## config.mk

```make
export PLATFORM = sky130hd
export DESIGN_NAME = pipeline_ctrl_flat
export DESIGN_NICKNAME = d
export VERILOG_FILES = /design/src/rtl/pipe_pkg.sv /design/src/rtl/pipeline_ctrl_if.sv /design/src/rtl/pipeline_ctrl_hazard_detect.sv /design/src/rtl/pipeline_ctrl.sv /design/src/flat_wrapper.sv
export SDC_FILE = /design/constraint.sdc
export NUM_CORES = 1
export LEC_CHECK = 0
export CELL_PAD_IN_SITES_DETAIL_PLACEMENT = 0
export CELL_PAD_IN_SITES_GLOBAL_PLACEMENT = 1
export CORE_MARGIN = 8
export CORE_UTILIZATION = 38
export CTS_CLUSTER_DIAMETER = 40
export DETAILED_ROUTE_END_ITERATION = 16
export DONT_BUFFER_PORTS = 1
export PLACE_DENSITY_LB_ADDON = 0.1
export SLEW_MARGIN = 10
export SYNTH_ARGS = -nofsm -noshare
export SYNTH_HDL_FRONTEND = slang
export SYNTH_SLANG_ARGS = --single-unit
```

## constraint.sdc

```tcl
create_clock -name clk_i -period 1.6 [get_ports clk_i]
set_clock_uncertainty 0.2 [all_clocks]
set_input_delay 0.08 -clock clk_i [delete_from_list [all_inputs] [get_ports clk_i]]
set_output_delay 0.08 -clock clk_i [all_outputs]
set_load 0.05 [all_outputs]
```

## src/rtl/pipe_pkg.sv

```systemverilog
`default_nettype none
// ============================================================================
// Module   : pipe_pkg
// Brief    : Shared opcodes, immediate-format codes and controller states.
// Revision : 1.0 - initial release
// ============================================================================
package pipe_pkg;

    localparam logic [6:0] OP_R      = 7'b0110011;
    localparam logic [6:0] OP_IALU   = 7'b0010011;
    localparam logic [6:0] OP_LOAD   = 7'b0000011;
    localparam logic [6:0] OP_STORE  = 7'b0100011;
    localparam logic [6:0] OP_BRANCH = 7'b1100011;
    localparam logic [6:0] OP_JALR   = 7'b1100111;

    localparam logic [1:0] IMM_I    = 2'd0;
    localparam logic [1:0] IMM_S    = 2'd1;
    localparam logic [1:0] IMM_B    = 2'd2;
    localparam logic [1:0] IMM_NONE = 2'd3;

    typedef enum logic [2:0] {
        S_IDLE     = 3'd0,
        S_RUN      = 3'd1,
        S_STALL    = 3'd2,
        S_MEM_WAIT = 3'd3,
        S_HALT     = 3'd4
    } state_e;

    function automatic logic [1:0] imm_type_of(input logic [6:0] opcode);
        logic [1:0] imm;
        case (opcode)
            OP_STORE:                   imm = IMM_S;
            OP_BRANCH:                  imm = IMM_B;
            OP_IALU, OP_LOAD, OP_JALR:  imm = IMM_I;
            default:                    imm = IMM_NONE;
        endcase
        return imm;
    endfunction

endpackage
`default_nettype wire

```

## src/rtl/pipeline_ctrl_if.sv

```systemverilog
`default_nettype none
// ============================================================================
// Module   : pipeline_ctrl_if
// Brief    : Control/status bundle between the pipeline and its controller.
// Revision : 1.0 - initial release
// ============================================================================
interface pipeline_ctrl_if;

    logic        start_i;
    logic [31:0] id_instr_i;
    logic        ex_memread_i;
    logic        ex_regwrite_i;
    logic [4:0]  ex_rd_i;
    logic        branch_taken_i;
    logic        dmem_req_i;
    logic        dmem_ack_i;
    logic [1:0]  imm_type_o;
    logic        pc_write_o;
    logic        pc_src_o;
    logic        ifid_write_o;
    logic        ifid_flush_o;
    logic        idex_bubble_o;
    logic        freeze_o;
    logic        err_o;

    modport master (
        input  start_i, id_instr_i, ex_memread_i, ex_regwrite_i, ex_rd_i,
               branch_taken_i, dmem_req_i, dmem_ack_i,
        output imm_type_o, pc_write_o, pc_src_o, ifid_write_o, ifid_flush_o,
               idex_bubble_o, freeze_o, err_o
    );

    modport slave (
        output start_i, id_instr_i, ex_memread_i, ex_regwrite_i, ex_rd_i,
               branch_taken_i, dmem_req_i, dmem_ack_i,
        input  imm_type_o, pc_write_o, pc_src_o, ifid_write_o, ifid_flush_o,
               idex_bubble_o, freeze_o, err_o
    );

endinterface
`default_nettype wire

```

## src/rtl/pipeline_ctrl_hazard_detect.sv

```systemverilog
`default_nettype none
// ============================================================================
// Module   : hazard_detect
// Brief    : Combinational load-use / branch-operand hazard detection at ID.
// Revision : 1.0 - initial release
// ============================================================================
module hazard_detect
    import pipe_pkg::*;
(
    input  logic [31:0] id_instr_i,
    input  logic        ex_memread_i,
    input  logic        ex_regwrite_i,
    input  logic [4:0]  ex_rd_i,
    output logic        load_use_o,
    output logic        branch_alu_o
);

    logic [6:0] w_opcode;
    logic [4:0] w_rs1;
    logic [4:0] w_rs2;
    logic       w_use_rs1;
    logic       w_use_rs2;
    logic       w_is_branch;
    logic       w_match;
    logic       w_unused;

    assign w_opcode    = id_instr_i[6:0];
    assign w_rs1       = id_instr_i[19:15];
    assign w_rs2       = id_instr_i[24:20];
    assign w_is_branch = (w_opcode == OP_BRANCH);

    assign w_use_rs2 = (w_opcode == OP_R) || (w_opcode == OP_STORE) || w_is_branch;
    assign w_use_rs1 = w_use_rs2 || (w_opcode == OP_IALU) ||
                       (w_opcode == OP_LOAD) || (w_opcode == OP_JALR);

    // x0 is never a real producer, so it can never cause a hazard
    assign w_match = (ex_rd_i != 5'd0) &&
                     ((w_use_rs1 && (w_rs1 == ex_rd_i)) ||
                      (w_use_rs2 && (w_rs2 == ex_rd_i)));

    assign load_use_o   = ex_memread_i && w_match;
    assign branch_alu_o = w_is_branch && ex_regwrite_i && !ex_memread_i && w_match;

    assign w_unused = &{1'b0, id_instr_i[31:25], id_instr_i[14:7]};

endmodule
`default_nettype wire

```

## src/rtl/pipeline_ctrl.sv

```systemverilog
`default_nettype none
// ============================================================================
// Module   : pipeline_ctrl
// Brief    : Sequencing/hazard controller: stalls, branch flush, memory freeze.
// Revision : 1.0 - initial release
// ============================================================================
module pipeline_ctrl
    import pipe_pkg::*;
#(
    parameter int MEM_TIMEOUT = 255,
    parameter int CNT_W       = 8
) (
    input  logic             clk_i,
    input  logic             rst_i,
    pipeline_ctrl_if.master  bus
);

    localparam logic [CNT_W:0] TIMEOUT_L          = (CNT_W+1)'(MEM_TIMEOUT);
    localparam bit             FIRST_WAIT_TIMEOUT = (MEM_TIMEOUT <= 1);

    state_e           state_q, state_d;
    logic [CNT_W-1:0] wait_cnt_q, wait_cnt_d;
    logic [1:0]       stall_cnt_q, stall_cnt_d;
    logic             err_q, err_d;

    logic             w_load_use;
    logic             w_branch_alu;
    logic             w_id_is_branch;
    logic             w_mem_stall;
    logic [CNT_W:0]   w_wait_inc;
    logic             w_pc_write;
    logic             w_pc_src;
    logic             w_ifid_write;
    logic             w_ifid_flush;
    logic             w_idex_bubble;
    logic             w_freeze;

    hazard_detect u_hazard_detect (
        .id_instr_i    (bus.id_instr_i),
        .ex_memread_i  (bus.ex_memread_i),
        .ex_regwrite_i (bus.ex_regwrite_i),
        .ex_rd_i       (bus.ex_rd_i),
        .load_use_o    (w_load_use),
        .branch_alu_o  (w_branch_alu)
    );

    assign w_id_is_branch = (bus.id_instr_i[6:0] == OP_BRANCH);
    assign w_mem_stall    = bus.dmem_req_i && !bus.dmem_ack_i;
    assign w_wait_inc     = {1'b0, wait_cnt_q} + (CNT_W+1)'(1);

    always_ff @(posedge clk_i or negedge rst_i) begin
        if (!rst_i) begin
            state_q     <= S_IDLE;
            wait_cnt_q  <= '0;
            stall_cnt_q <= '0;
            err_q       <= 1'b0;
        end else begin
            state_q     <= state_d;
            wait_cnt_q  <= wait_cnt_d;
            stall_cnt_q <= stall_cnt_d;
            err_q       <= err_d;
        end
    end

    always_comb begin
        state_d       = state_q;
        wait_cnt_d    = wait_cnt_q;
        stall_cnt_d   = stall_cnt_q;
        err_d         = err_q;
        w_pc_write    = 1'b0;
        w_pc_src      = 1'b0;
        w_ifid_write  = 1'b0;
        w_ifid_flush  = 1'b0;
        w_idex_bubble = 1'b0;
        w_freeze      = 1'b0;

        case (state_q)
            S_IDLE: begin
                if (bus.start_i) state_d = S_RUN;
            end

            S_RUN: begin
                if (w_mem_stall) begin
                    w_freeze   = 1'b1;
                    wait_cnt_d = CNT_W'(1);
                    if (FIRST_WAIT_TIMEOUT) begin
                        err_d   = 1'b1;
                        state_d = S_HALT;
                    end else begin
                        state_d = S_MEM_WAIT;
                    end
                end else if (w_load_use || w_branch_alu) begin
                    w_idex_bubble = 1'b1;
                    // a branch consuming a load needs a second bubble
                    if (w_load_use && w_id_is_branch) begin
                        stall_cnt_d = 2'd1;
                        state_d     = S_STALL;
                    end
                end else if (w_id_is_branch && bus.branch_taken_i) begin
                    w_pc_src     = 1'b1;
                    w_pc_write   = 1'b1;
                    w_ifid_flush = 1'b1;
                end else begin
                    w_pc_write   = 1'b1;
                    w_ifid_write = 1'b1;
                end
            end

            S_STALL: begin
                if (w_mem_stall) begin
                    // stall_cnt_q is kept so we resume the stall after the ack
                    w_freeze   = 1'b1;
                    wait_cnt_d = CNT_W'(1);
                    if (FIRST_WAIT_TIMEOUT) begin
                        err_d   = 1'b1;
                        state_d = S_HALT;
                    end else begin
                        state_d = S_MEM_WAIT;
                    end
                end else begin
                    w_idex_bubble = 1'b1;
                    if (stall_cnt_q <= 2'd1) begin
                        stall_cnt_d = 2'd0;
                        state_d     = S_RUN;
                    end else begin
                        stall_cnt_d = stall_cnt_q - 2'd1;
                    end
                end
            end

            S_MEM_WAIT: begin
                w_freeze = 1'b1;
                if (bus.dmem_ack_i) begin
                    wait_cnt_d = '0;
                    state_d    = (stall_cnt_q != 2'd0) ? S_STALL : S_RUN;
                end else begin
                    wait_cnt_d = w_wait_inc[CNT_W-1:0];
                    if (w_wait_inc >= TIMEOUT_L) begin
                        err_d   = 1'b1;
                        state_d = S_HALT;
                    end
                end
            end

            S_HALT: begin
                w_freeze = 1'b1;
            end

            default: begin
                state_d = S_IDLE;
            end
        endcase
    end

    assign bus.imm_type_o    = imm_type_of(bus.id_instr_i[6:0]);
    assign bus.pc_write_o    = w_pc_write;
    assign bus.pc_src_o      = w_pc_src;
    assign bus.ifid_write_o  = w_ifid_write;
    assign bus.ifid_flush_o  = w_ifid_flush;
    assign bus.idex_bubble_o = w_idex_bubble;
    assign bus.freeze_o      = w_freeze;
    assign bus.err_o         = err_q;

endmodule
`default_nettype wire

```

## src/flat_wrapper.sv

```systemverilog
// flat-port wrapper written by rule: the top's interface ports become plain ports
module pipeline_ctrl_flat import pipe_pkg::*;
#(
    parameter int MEM_TIMEOUT = 255,
    parameter int CNT_W       = 8
)
  (clk_i, rst_i, bus_start_i, bus_id_instr_i, bus_ex_memread_i, bus_ex_regwrite_i, bus_ex_rd_i, bus_branch_taken_i, bus_dmem_req_i, bus_dmem_ack_i, bus_imm_type_o, bus_pc_write_o, bus_pc_src_o, bus_ifid_write_o, bus_ifid_flush_o, bus_idex_bubble_o, bus_freeze_o, bus_err_o);
  pipeline_ctrl_if bus_i ();
  input  logic clk_i;
  input  logic rst_i;
  input wire logic [$bits(bus_i.start_i)-1:0] bus_start_i;
  input wire logic [$bits(bus_i.id_instr_i)-1:0] bus_id_instr_i;
  input wire logic [$bits(bus_i.ex_memread_i)-1:0] bus_ex_memread_i;
  input wire logic [$bits(bus_i.ex_regwrite_i)-1:0] bus_ex_regwrite_i;
  input wire logic [$bits(bus_i.ex_rd_i)-1:0] bus_ex_rd_i;
  input wire logic [$bits(bus_i.branch_taken_i)-1:0] bus_branch_taken_i;
  input wire logic [$bits(bus_i.dmem_req_i)-1:0] bus_dmem_req_i;
  input wire logic [$bits(bus_i.dmem_ack_i)-1:0] bus_dmem_ack_i;
  output wire logic [$bits(bus_i.imm_type_o)-1:0] bus_imm_type_o;
  output wire logic [$bits(bus_i.pc_write_o)-1:0] bus_pc_write_o;
  output wire logic [$bits(bus_i.pc_src_o)-1:0] bus_pc_src_o;
  output wire logic [$bits(bus_i.ifid_write_o)-1:0] bus_ifid_write_o;
  output wire logic [$bits(bus_i.ifid_flush_o)-1:0] bus_ifid_flush_o;
  output wire logic [$bits(bus_i.idex_bubble_o)-1:0] bus_idex_bubble_o;
  output wire logic [$bits(bus_i.freeze_o)-1:0] bus_freeze_o;
  output wire logic [$bits(bus_i.err_o)-1:0] bus_err_o;
  assign bus_i.start_i = bus_start_i;
  assign bus_i.id_instr_i = bus_id_instr_i;
  assign bus_i.ex_memread_i = bus_ex_memread_i;
  assign bus_i.ex_regwrite_i = bus_ex_regwrite_i;
  assign bus_i.ex_rd_i = bus_ex_rd_i;
  assign bus_i.branch_taken_i = bus_branch_taken_i;
  assign bus_i.dmem_req_i = bus_dmem_req_i;
  assign bus_i.dmem_ack_i = bus_dmem_ack_i;
  assign bus_imm_type_o = bus_i.imm_type_o;
  assign bus_pc_write_o = bus_i.pc_write_o;
  assign bus_pc_src_o = bus_i.pc_src_o;
  assign bus_ifid_write_o = bus_i.ifid_write_o;
  assign bus_ifid_flush_o = bus_i.ifid_flush_o;
  assign bus_idex_bubble_o = bus_i.idex_bubble_o;
  assign bus_freeze_o = bus_i.freeze_o;
  assign bus_err_o = bus_i.err_o;
  pipeline_ctrl #(.MEM_TIMEOUT(MEM_TIMEOUT), .CNT_W(CNT_W)) u_core (.clk_i(clk_i), .rst_i(rst_i), .bus(bus_i));
endmodule
```

**After elaboration in Yosys (flattened, before gate mapping)**

Cells that the tools add are included.

- Bits in registers: 14
- Input bits: 45
- Output and inout bits: 9
- Word-level logic and storage cells: 100

- Add/sub/neg operators: 2
- Order comparisons: 2
- Equality and inequality tests: 22
- Mux-type cells: 37
- Bitwise logic cells: 2
- Reduce and logical (&&, ||, !) cells: 31

Operator list:

| kind | count |
|---|---|
| $mux W3 | 8 |
| $mux W8 | 2 |
| $pmux W8 S2 | 1 |
| $mux W1 | 15 |
| $pmux W3 S5 | 1 |
| $eq A7 B6 Y1 const B | 2 |
| $eq A7 B7 Y1 const B | 2 |
| $mux W2 | 6 |
| $eq A5 B5 Y1 | 2 |
| $logic_and A1 B1 Y1 | 10 |
| $add A8 B1 Y9 const B | 1 |
| $ge A9 B8 Y1 const B | 1 |
| $ne A3 B1 Y1 const B | 3 |
| $eq A7 B2 Y1 const B | 1 |
| $eq A7 B5 Y1 const B | 1 |
| $logic_or A1 B1 Y1 | 7 |
| $eq A3 B2 Y1 const B | 2 |
| $ne A2 B1 Y1 const B | 3 |
| $ne A2 B2 Y1 const B | 3 |
| $pmux W2 S3 | 1 |
| $reduce_and A6 Y1 | 1 |
| $reduce_bool A2 Y1 | 3 |
| $reduce_and A5 Y1 | 1 |
| $reduce_bool A5 Y1 | 1 |
| other kinds (14) | 18 |

**Longest topological paths before layout**

- Word-level depth: 15
- Mapped depth: 8
- Mapped depth without buffers: 8

**Cells and area by module**

From an unflattened synthesis, not the netlist that was laid out.

- Cells, all modules: 152
- Area, all modules: 1247.4 um^2

By module, submodules not included:

| module | times used | cells each | area each (um^2) | sequential area each (um^2) |
|---|---|---|---|---|
| pipeline_ctrl | 1 | 124 | 1054.8 | 350.3 |
| hazard_detect | 1 | 28 | 192.7 | 0.0 |

**Worst setup path before layout**

No wires, ideal clock.

- Path kind: reg-to-output
- From: register u_core.state_q[1]
- To: output port bus_pc_src_o
- Data arrival time: 2226 ps
- Data required time: 1320 ps
- Setup slack: -906 ps
- Stages on the path, launching flop included: 7
- Path buffers: 3
- Cell sequence: dfrtp_1 > clkbuf_1 > clkbuf_1 > nor4b_1 > o21ai_0 > nor2_1 > buf_4

- Cells in the longest elaborated chain, start to end: 2

Ends and longest elaborated chain:

| item | line | text |
|---|---|---|
| start, declared | pipeline_ctrl.sv:21 | `state_e state_q, state_d;` |
| start signal, assigned | pipeline_ctrl.sv:58 | `state_q <= state_d;` |
| $eq A3 B1 Y1 | -- |  |
| $mux W1 | -- |  |
| end, declared | flat_wrapper.sv:21 | `output wire logic [$bits(bus_i.pc_src_o)-1:0] bus_pc_src_o;` |

No other way between the ends.

**Worst setup path in the final report**

- From: register u_core.state_q[1]
- To: output port bus_ifid_write_o

- Cells in the longest elaborated chain, start to end: 2

Ends and longest elaborated chain:

| item | line | text |
|---|---|---|
| $eq A3 B1 Y1 | pipeline_ctrl.sv:77 | `case (state_q)` |
| $mux W1 | pipeline_ctrl.sv:77 |  |
| end, declared | flat_wrapper.sv:22 | `output wire logic [$bits(bus_i.ifid_write_o)-1:0] bus_ifid_write_o;` |

No other way between the ends.

==> summary.txt <==
Outcome
  • Outcome: complete, but fails checks
  • Failing checks: hold timing, setup timing

Timing
  • Fin. max-slew vios: 0
  • Hold Vio Cnt, Final: 13
  • Slew Limit Headroom: 53.61%
  • # setup viols final: 19
  • Worst slew pin tran: 0.6936 ns
  • RSZ-0062 raised after global routing: true
  • PnR worst setup slack: -0.3177 ns
  • Maximum clock frequency: 521.5 MHz
  • Final period util: 119.9%
  • Fin Hold WS: -0.2356 ns
  • Min Clock Period, post-route: 1.918 ns

Logic synthesis
  • Mapped Area: 1145 um^2
  • Syn_nets: 196
  • Cell count after synthesis: 149
  • Post-synth EDFFs: 0
  • Yosys warns: 0
  • Most frequent cell after synthesis: nand2_1
  • Register bit total from synthesis: 14
  • Post-synth top cells: nand2_1, nor2_1, o21ai_0
  • Yosys cell types: 42
  • Synth top area share: 30.60%
  • Post-synth ARST share: 100.0%
  • Post-synth top area cell: dfrtp_1
  • Synth Flop Type: dfrtp_1
  • Register area share after synthesis: 30.60%
  • Largest cells by area after synthesis: dfrtp_1, o21ai_0, nand2_1, xnor2_1, nor2_1
  • Syn Area/Cell: 7.684 um^2

CTS
  • Clk_lat worst skew: 0.28 ns
  • CTS Buffer Depth: 2
  • CTS tree: built
  • Worst-path clk slew: 0.10 ns
  • Root Driver: clkbuf_4
  • Number of H-tree levels: 1
  • Hold Buf Count CTS: 2
  • Clock buffer count from CTS: 3
  • Clk sink count: 14

Worst setup path
  • Worst EP arrival: 1.64 ns
  • Crit end category: output pin
  • Critical path data required time: 1.32 ns
  • Worst-path fanout max: 3
  • Setup CP Type: reg2out
  • Critical Path Source Type: flip-flop
  • Reg2Reg Setup Slack: -0.23 ns

Floorplan
  • Die area: 5025 um^2
  • # rows: 20
  • Chip Width: 70.89 um
  • Core ar.: 2953 um^2
  • Num ports: 54
  • Initial core utilization: 38.77%
  • Die H: 70.89 um

Power and ir drop
  • P_leak: 0.6870 nW
  • Max rail drop VDD: 913.4 uV
  • Pwr dens: 1482 nW/um^2

Routing
  • Final ANT Viol Nets: 0
  • DRT Wirelength: 3335 um
  • Total iterations of the first detailed-routing run: 4
  • Via/cell ratio: 5.475
  • Drt drc: 0
  • Drt wl/cell: 15.23 um
  • Vias: 1,199
  • Initial drt markers: 29

Layout
  • Share of layout cells above drive strength 1: 43.55%
  • Post-route cell area: 1707 um^2
  • Synthesis-to-finish area growth: 49.07%
  • Final Non-Filler Cells: 219
  • Nets@finish: 234
  • Utilization after layout: 57.80%
  • Diode count: 0

GRT
  • First-pass GRT wire length: 5582 um
  • Initial antenna violation count: 0
  • Remaining global-route overflow: 0
  • Number of global-route vias before repair: 1,315
  • GRT Util Overall: 13.58%
  • Pin count of the biggest net entering global routing: 15

Place
  • Dpl cell area: 1460 um^2
  • DP Worst Slack: -0.2066 ns
  • DP Wirelength: 2467 um
  • DP Cell Count: 200
  • RePlAce Congestion: 0.7933
  • PortBufs: 0

Job
  • Max Cap Viol: 0

Hold path
  • Hold Crit Class: in2reg
## power by group
part / leakage [nW] / total, mW / internal, mW / switching, mW
clock network: 0.0210 / 0.267 / 0.138 / 0.128
registers: 0.175 / 0.543 / 0.446 / 0.0969
logic: 0.491 / 1.72 / 0.911 / 0.809
## cell usage in the layout (no fill, tap or decap), types with 2 or more instances in the layout
cell	instances
buf_4	31
nand2_1	19
nor2_1	10
o21ai_0	10
dfrtp_1	9
xnor2_1	7
a21oi_1	7
o21ai_1	5
o211ai_1	5
a21oi_2	5
dfrtp_2	5
xor2_1	4
nand3_1	4
or2_4	4
nor2_2	4
nor2_4	3
clkbuf_4	3
buf_12	3
buf_6	3
inv_2	2
nor3_1	2
nand4_1	2
nor2b_1	2
nand2b_1	2
o21ai_2	2
inv_1	2
or4_1	2
ha_4	2
dlygate4sd3_1	2
## repair_timing
item                                    in CTS  in global routing
gates resized for setup                     17                 14
endpoints found under the setup margin      17                 20
endpoints found under the hold margin       28                 12
cloned                                       1                  0
setup buffers                                7                  6
pin swaps                                   13                  6
## registers in the layout, indices dropped and copies added (netlist names)
signal and count:
u_core.wait_cnt_q 8, u_core.state_q 3, u_core.stall_cnt_q 2, u_core.bus.err_o 1
## routing by layer
metal | wire [um] | global-route usage [%]
met3 | 157 | 3.531
met5 | 0 | 0
met1 | 1404 | 14.33
met4 | 34 | 5.543
met2 | 1738 | 24.82
## worst paths after layout
check                             startpoint                     to  cells after the start
setup reg to reg           u_core.state_q[1]  u_core.stall_cnt_q[0]                      6
hold / removal                bus_dmem_ack_i   u_core.wait_cnt_q[0]                      2
hold reg to reg             u_core.bus.err_o       u_core.bus.err_o                      1
max in group asynchronous              rst_i      u_core.state_q[0]                      1
setup / recovery           u_core.state_q[1]       bus_ifid_write_o                      5
min in group asynchronous              rst_i   u_core.wait_cnt_q[1]                      1
## layout make-up
type,instances,area (um^2)
Fill cell,285,1246
Tap cell,33,41.29
Timing Repair Buffer,39,346.6
Clock buffer,4,36.28
Sequential cell,14,356.6
Inverter,4,15.01
Multi-Input combinational cell,125,910.9
## per-stage QoR
step	TNS, ns	power, mW
final	-2.686	2.529
after global routing	-4.252	2.710
after CTS	-2.388	2.368
after detailed placement	-1.667	1.874
after global placement	-1.214	1.832
after floorplan	-0.9221	1.437
## worst max-delay path: stages (launching register included)
cell	delay [ns]
dfrtp_2	0.42
buf_6	0.12
nor4b_4	0.32
o21ai_2	0.14
a21oi_2	0.18
buf_12	0.16
## kinds of logic (layout without fill, tap and decap cells)
| kind of cell | Yosys count | in the layout | share of synthesized area [%] |
|---|---|---|---|
| flops | 14 | 14 | 30.60 |
| simple gates | 66 | 67 | 29.94 |
| mux | 1 | 1 | 1.311 |
| buf+inv | 11 | 47 | 4.043 |
| compound gates | 43 | 43 | 22.73 |
| xor+xnor | 12 | 12 | 9.180 |
| fa+ha+maj | 2 | 2 | 2.185 |
Note: power is estimated with default switching activity, not from simulation.
